[src/rtl/if_fetch_stage.sv]
// if_fetch_stage: PC owner and single-outstanding instruction fetch feeding IF/ID.
// Optional FETCH_MISALIGN_TRAP_EN: misaligned redirects go to TRAP_VECTOR and pulse fetch_misalign.
`default_nettype none

module if_fetch_stage #(
  parameter logic [31:0] RESET_PC    = 32'h0000_0000
`ifdef FETCH_MISALIGN_TRAP_EN
  , parameter logic [31:0] TRAP_VECTOR = 32'h0000_0100
`endif
) (
  input  logic        clk,
  input  logic        rst,
  input  logic        PCWrite,
  input  logic        branch_taken,
  input  logic [31:0] branch_target,
  output logic        imem_req,
  output logic [31:0] imem_addr,
  input  logic        imem_ready,
  input  logic        imem_rvalid,
  input  logic [31:0] imem_rdata,
  output logic [31:0] PC,
  output logic [31:0] instruction,
  output logic        if_valid,
  output logic        IF_flush,
  output logic        fetch_misalign
);

  typedef enum logic [1:0] {
    S_FETCH = 2'd0,
    S_WAIT  = 2'd1,
    S_VALID = 2'd2
  } state_e;

  state_e      state_q;
  logic [31:0] pc_q;
  logic [31:0] pc_out_q;
  logic [31:0] inst_q;
  logic        drop_q;
  logic [31:0] redir_pc_d;

`ifdef FETCH_MISALIGN_TRAP_EN
  logic misalign_q;

  always_comb begin
    redir_pc_d = (branch_target[1:0] != 2'b00) ? TRAP_VECTOR : branch_target;
  end

  always_ff @(posedge clk) begin
    if (rst) begin
      misalign_q <= 1'b0;
    end else begin
      misalign_q <= branch_taken && (branch_target[1:0] != 2'b00);
    end
  end

  assign fetch_misalign = misalign_q;
`else
  always_comb begin
    redir_pc_d = branch_target & 32'hFFFF_FFFC;
  end

  assign fetch_misalign = 1'b0;
`endif

  // drop_q marks an accepted request whose response must be thrown away
  // because a redirect arrived after it left.
  always_ff @(posedge clk) begin
    if (rst) begin
      state_q  <= S_FETCH;
      pc_q     <= RESET_PC;
      pc_out_q <= RESET_PC;
      inst_q   <= 32'h0;
      drop_q   <= 1'b0;
    end else begin
      case (state_q)
        S_FETCH: begin
          if (imem_ready) begin
            state_q <= S_WAIT;
            drop_q  <= branch_taken;
          end
        end
        S_WAIT: begin
          if (imem_rvalid) begin
            drop_q <= 1'b0;
            if (drop_q || branch_taken) begin
              state_q <= S_FETCH;
            end else begin
              inst_q   <= imem_rdata;
              pc_out_q <= pc_q;
              state_q  <= S_VALID;
            end
          end else if (branch_taken) begin
            drop_q <= 1'b1;
          end
        end
        S_VALID: begin
          if (branch_taken || PCWrite) begin
            state_q <= S_FETCH;
          end
        end
        default: state_q <= S_FETCH;
      endcase

      if (branch_taken) begin
        pc_q <= redir_pc_d;
      end else if (state_q == S_VALID && PCWrite) begin
        pc_q <= pc_q + 32'd4;
      end
    end
  end

  assign imem_req    = (state_q == S_FETCH);
  assign imem_addr   = pc_q;
  assign if_valid    = (state_q == S_VALID);
  assign PC          = pc_out_q;
  assign instruction = inst_q;
  assign IF_flush    = branch_taken;

endmodule

`default_nettype wire
[config.mk]
export PLATFORM = sky130hd
export DESIGN_NAME = if_fetch_stage
export DESIGN_NICKNAME = d
export VERILOG_FILES = /design/src/rtl/if_fetch_stage.sv
export SDC_FILE = /design/constraint.sdc
export NUM_CORES = 1
export LEC_CHECK = 0
export ABC_AREA = 1
export CAP_MARGIN = 20
export CORE_MARGIN = 10
export CORE_UTILIZATION = 44
export DETAILED_ROUTE_END_ITERATION = 10
export PLACE_DENSITY = 0.78
export SYNTH_ARGS = -nofsm -noshare
export SYNTH_HDL_FRONTEND = slang
export SYNTH_SLANG_ARGS = --single-unit
[constraint.sdc]
create_clock -name clk -period 1.6 [get_ports clk]
set_input_delay 0.24 -clock clk [delete_from_list [all_inputs] [get_ports clk]]
set_output_delay 0.24 -clock clk [all_outputs]
set_load 0.01 [all_outputs]
# Word level (Yosys, flattened, before mapping)
# Cells that the tools add are included.
dict set report totals {
  word_cells 35
  register_bits 99
}
dict set report op_classes {
  add_sub_neg 1
  n_reduce_logical 10
  n_eq_ne 6
  bitwise 1
  n_mux 11
}
# cell n
set ops {}
lappend ops {{2-to-1 mux 32 bit} 2}
lappend ops {{adder 32 x 3 -> 32 bit (second input constant)} 1}
lappend ops {{AND reduction 3 bit} 3}
lappend ops {{2-to-1 mux 2 bit} 4}
lappend ops {{case mux 2 bit (3 select lines)} 1}
lappend ops {{!= test 2 x 1 -> 1 bit (second input constant)} 2}
lappend ops {{nonzero test 2 bit} 2}
lappend ops {{2-to-1 mux 1 bit} 3}
lappend ops {{!= test 3 bit (second input constant)} 1}
lappend ops {{equality test 2 x 1 -> 1 bit (second input constant)} 1}
lappend ops {{equality test 2 bit (second input constant)} 1}
lappend ops {{zero test 2 bit} 1}
lappend ops {{logical OR 1 bit} 2}
lappend ops {{!= test 2 bit (second input constant)} 1}
lappend ops {{case mux 1 bit (2 select lines)} 1}
lappend ops {{OR reduction 2 bit} 1}
lappend ops {{logical AND 1 bit} 1}
lappend ops {{NOT 1 bit} 1}

# Longest topological paths before layout
dict set report logic_depth {
  word_depth 4
  ltp_mapped 11
}

# Worst setup path before layout
# OpenSTA, ideal clock, no wires.
dict set report synth_path {
  path_kind {reg-to-reg}
  start {reg pc_q[3] (netlist: imem_addr[3])}
  end {reg pc_q[26] (netlist: imem_addr[26])}
  slack_ns 0.098
  arrival_ns 1.369
  stages_incl_launch_ff 11
  n_path_buf 0
  period_less_slack_ns 1.502
  cell_sequence {dfxtp_1 -> ha_1 -> nand2_1 -> nor2_2 -> nand2_1 -> nor2_2 -> nand2_1 -> nand2_1 -> nand3_1 -> nand2_1 -> a21oi_1}
}
dict set report synth_between {
  elab_chain_cells 3
}
# element line
set synth_lines {}
lappend synth_lines {{start: declaration} 35} ;# logic [31:0] pc_q;
lappend synth_lines {{start signal: assignment} 105} ;# pc_q <= redir_pc_d;
lappend synth_lines {{start signal: assignment} 107} ;# pc_q <= pc_q + 32'd4;
lappend synth_lines {{adder 32 x 3 -> 32 bit} 107}
lappend synth_lines {{2-to-1 mux 32 bit} 106} ;# end else if (state_q == S_VALID && PCWrite) begin
lappend synth_lines {{2-to-1 mux 32 bit} 104} ;# if (branch_taken) begin
# No other way between the ends. The select of a mux whose other input is x is not followed.
# A chain may end at the register's enable or synchronous reset.

# Final worst setup path
dict set report layout_path {
  start {reg pc_out_q[19] (netlist: PC[19])}
  end {out PC[19]}
}
# element line
set layout_lines {}
lappend layout_lines {{start: declaration} 36} ;# logic [31:0] pc_out_q;
lappend layout_lines {{start signal: assignment} 89} ;# pc_out_q <= pc_q;
lappend layout_lines {{end: declaration} 21} ;# output logic [31:0] PC,
# No word-level cell between the ends.

==> qor.yml <==
cts:
  path_clk_slew_ps: 100
  cts_tree: "yes"
  cts_buffer_depth: 2
  clkLatencyLatePin_ps: 370
  cts.sinks: 95
  cts_buffers: 9
  htreeDepth: 3
  root_buffer: "clkbuf_8"
synthesis:
  synth_adder_area_share: 0.00280
  synth-seq-cells: 95
  yosys.area.top_type: "dfxtp_1"
  yosys.area_share.simple: 0.330
  synth_top_area_share: 0.426
  ys_seq_area_frac: 0.426
  syn_area_sq_um: 4460
  synth_area_leaders: "dfxtp_1, nor2_1, nand2_1"
  synthesis.instances: 665
  synth_xor_area_frac: 0
  synth_warnings: 0
  synth_top_family_by_area: "simple AND/OR/NAND/NOR gates"
  synthMuxAreaShare: 0
  synth_compound_area_frac: 0.149
  avgSynthCellArea_sq_um: 6.71
  ys_types: 31
setup_path:
  worstPathMaxFanout: 2
  startpoint_type: "flip-flop"
  r2r-end: "imem_addr[10]"
  worstPathArrival_ps: 1350
  critPathTopFamily: "buffers and inverters"
  critical_path.cell_chain: "clkdlybuf4s50_1"
  reg2regPathDepth: 9
  crit_buf_inv: 1
  rrSetupSlack_ps: 70
  cp-end-kind: "output pin"
  crit_start: "PC[19]"
  critPathKind: "reg -> out"
  crit_cells: 1
  worst_ep_required_time_ps: 1360
  cp_slowest_cell: "clkdlybuf4s50_1"
  crit_path_max_incr_delay_ps: 590
  reg2reg_from: "imem_addr[2]"
routing:
  via_per_inst: 5.15
  vias: 5111
  avgRoutedWirePerCell_um: 16.5
  drcViolationCount: 0
  ant_nets: 0
  first_pass_iters: 5
  routed_wl_mm: 16.4
  first_iter_violations: 535
floorplanning:
  num_io_pins: 170
  rows: 36
  die_h_um: 121
  die_area_sq_um: 14600
  core-area_sq_um: 9820
  die-width_um: 121
  initial_core_util: 0.454
placed_design:
  dp_hpwl_mm: 12.7
  port_buffers: 162
  placed_cells: 973
  gp_congestion: 0.921
min_path:
  whs_endpoint: "imem_addr[3]"
  whs_path_depth: 3
  hp-start: "branch_target[3]"
  hold_class: "in -> reg"
sta:
  fin_crit_sh: 0.995
  rsz0062_at_grt: "true"
  hold_viol: 0
  tns_ps: 0
  drv_slew: 0
  setup_viol: 0
  fin_crit_ps: 1590
  max_clock_freq_ghz: 0.628
  whs_ps: 427
  fin_skew_ps: 7.60
finish:
  layout_common_cells: "clkdlybuf4s50_1, nand2_1, nor2_1"
  areaGrowthSynthToFinish_pct: 54.2
  final_nets: 925
  final_common_cell: "clkdlybuf4s50_1"
  final_cells: 992
  layout-drive-gt1-share: 0.143
  n_antenna_cell: 0
  fin_util: 0.701
grt:
  grt_usage: 0.215
  grt_pass1_vias: 5211
  antenna_found_initial: 0
  grt_pass1_wl_mm: 25.9
  grt_max_degree: 51
  grt.overflow.total: 0
status:
  outcome: "complete, no violations"
power:
  seqPwrFrac: 0.481
  p_sw_frac: 0.274
  p_switching_uw: 1460
  vdd_drop_max_v: 0.000540
  clkPwrFrac: 0.348
  comb_power_share: 0.171
  intPower_uw: 3870
  cellLeakagePower_uw: 0.00291
  power_uw: 5330
  p_per_area_nw_per_um2: 774
run:
  cap_violations: 0
-- layout make-up --
class / instances / area, sq um
fillers: 847 / 2940
multi-input cells: 482 / 2250
repair buffers: 213 / 2090
flip-flops and latches: 95 / 1930
inverters: 53 / 199
well taps: 133 / 166
clock buffers: 9 / 124
clock inverters: 7 / 113
-- how the worst max path moves through the flow --
stage	slack, ps	to
final	8	PC[19]
after global routing	-30	imem_addr[23]
after CTS	-1	imem_addr[20]
after detailed placement	-230	imem_addr[10]
after global placement	-130	imem_addr[10]
after floorplan	100	imem_addr[26]
-- layer usage --
layer	up-vias	track usage	routed length, um
li1	2511	-	-
met1	2354	0.238	6460
met2	219	0.367	7850
met3	27	0.0945	1730
met4	0	0.0611	319
met5	-	0	0
-- logic make-up after synthesis --
group           Yosys count
simple gates            350
compound gates          126
flops                    95
buf+inv                  92
fa+ha+maj                 1
other cells               1
-- cells in the mapped netlist --
master / n
a21oi_2: 1
dfxtp_1: 95
nand2_1: 134
nor3_2: 1
nand3b_1: 1
buf_2: 6
nand3_1: 48
nor2_4: 3
a211oi_1: 2
nor3_4: 1
nor2_1: 138
buf_4: 13
o211ai_1: 4
a31oi_1: 5
nor2_2: 4
nor3_1: 5
conb_1: 1
nand2_2: 4
a221oi_1: 1
clkinv_1: 1
o21ai_0: 65
inv_2: 3
a21oi_1: 47
buf_1: 2
clkbuf_1: 13
inv_1: 49
nand4_1: 9
and2_1: 2
clkbuf_2: 5
a311oi_1: 1
ha_1: 1
-- power by group through the flow --
stage | combinational, uW | sequential, uW | clock, uW
2_1_floorplan | 311 | 2650 | 0
3_3_place_gp | 901 | 2610 | 0
3_5_place_dp | 923 | 2610 | 0
4_1_cts | 907 | 2560 | 1880
5_1_grt | 991 | 2580 | 1970
6_report | 909 | 2560 | 1850
-- per-stage QoR --
stage / area [sq um] / worst slack, ps
floorplan: 4480 / 98.5
global placement: 6520 / -133
detailed placement: 6520 / -231
CTS: 6760 / -1.40
global route: 6880 / -25.8
finish: 6880 / 8.34
-- state kept, by name, indices dropped and copies added, names as in the netlist --
name / cells
drop_q: 1
PC: 30
instruction: 32
state_q: 2
imem_addr: 30
-- repair_timing --
item	4_1_cts	5_1_grt
setup buffers	0	3
pin swaps	0	5
hold buffers	0	0
setup endpoints to repair	32	29
gates resized for setup	40	35
Power figures use the tool's default switching activity.
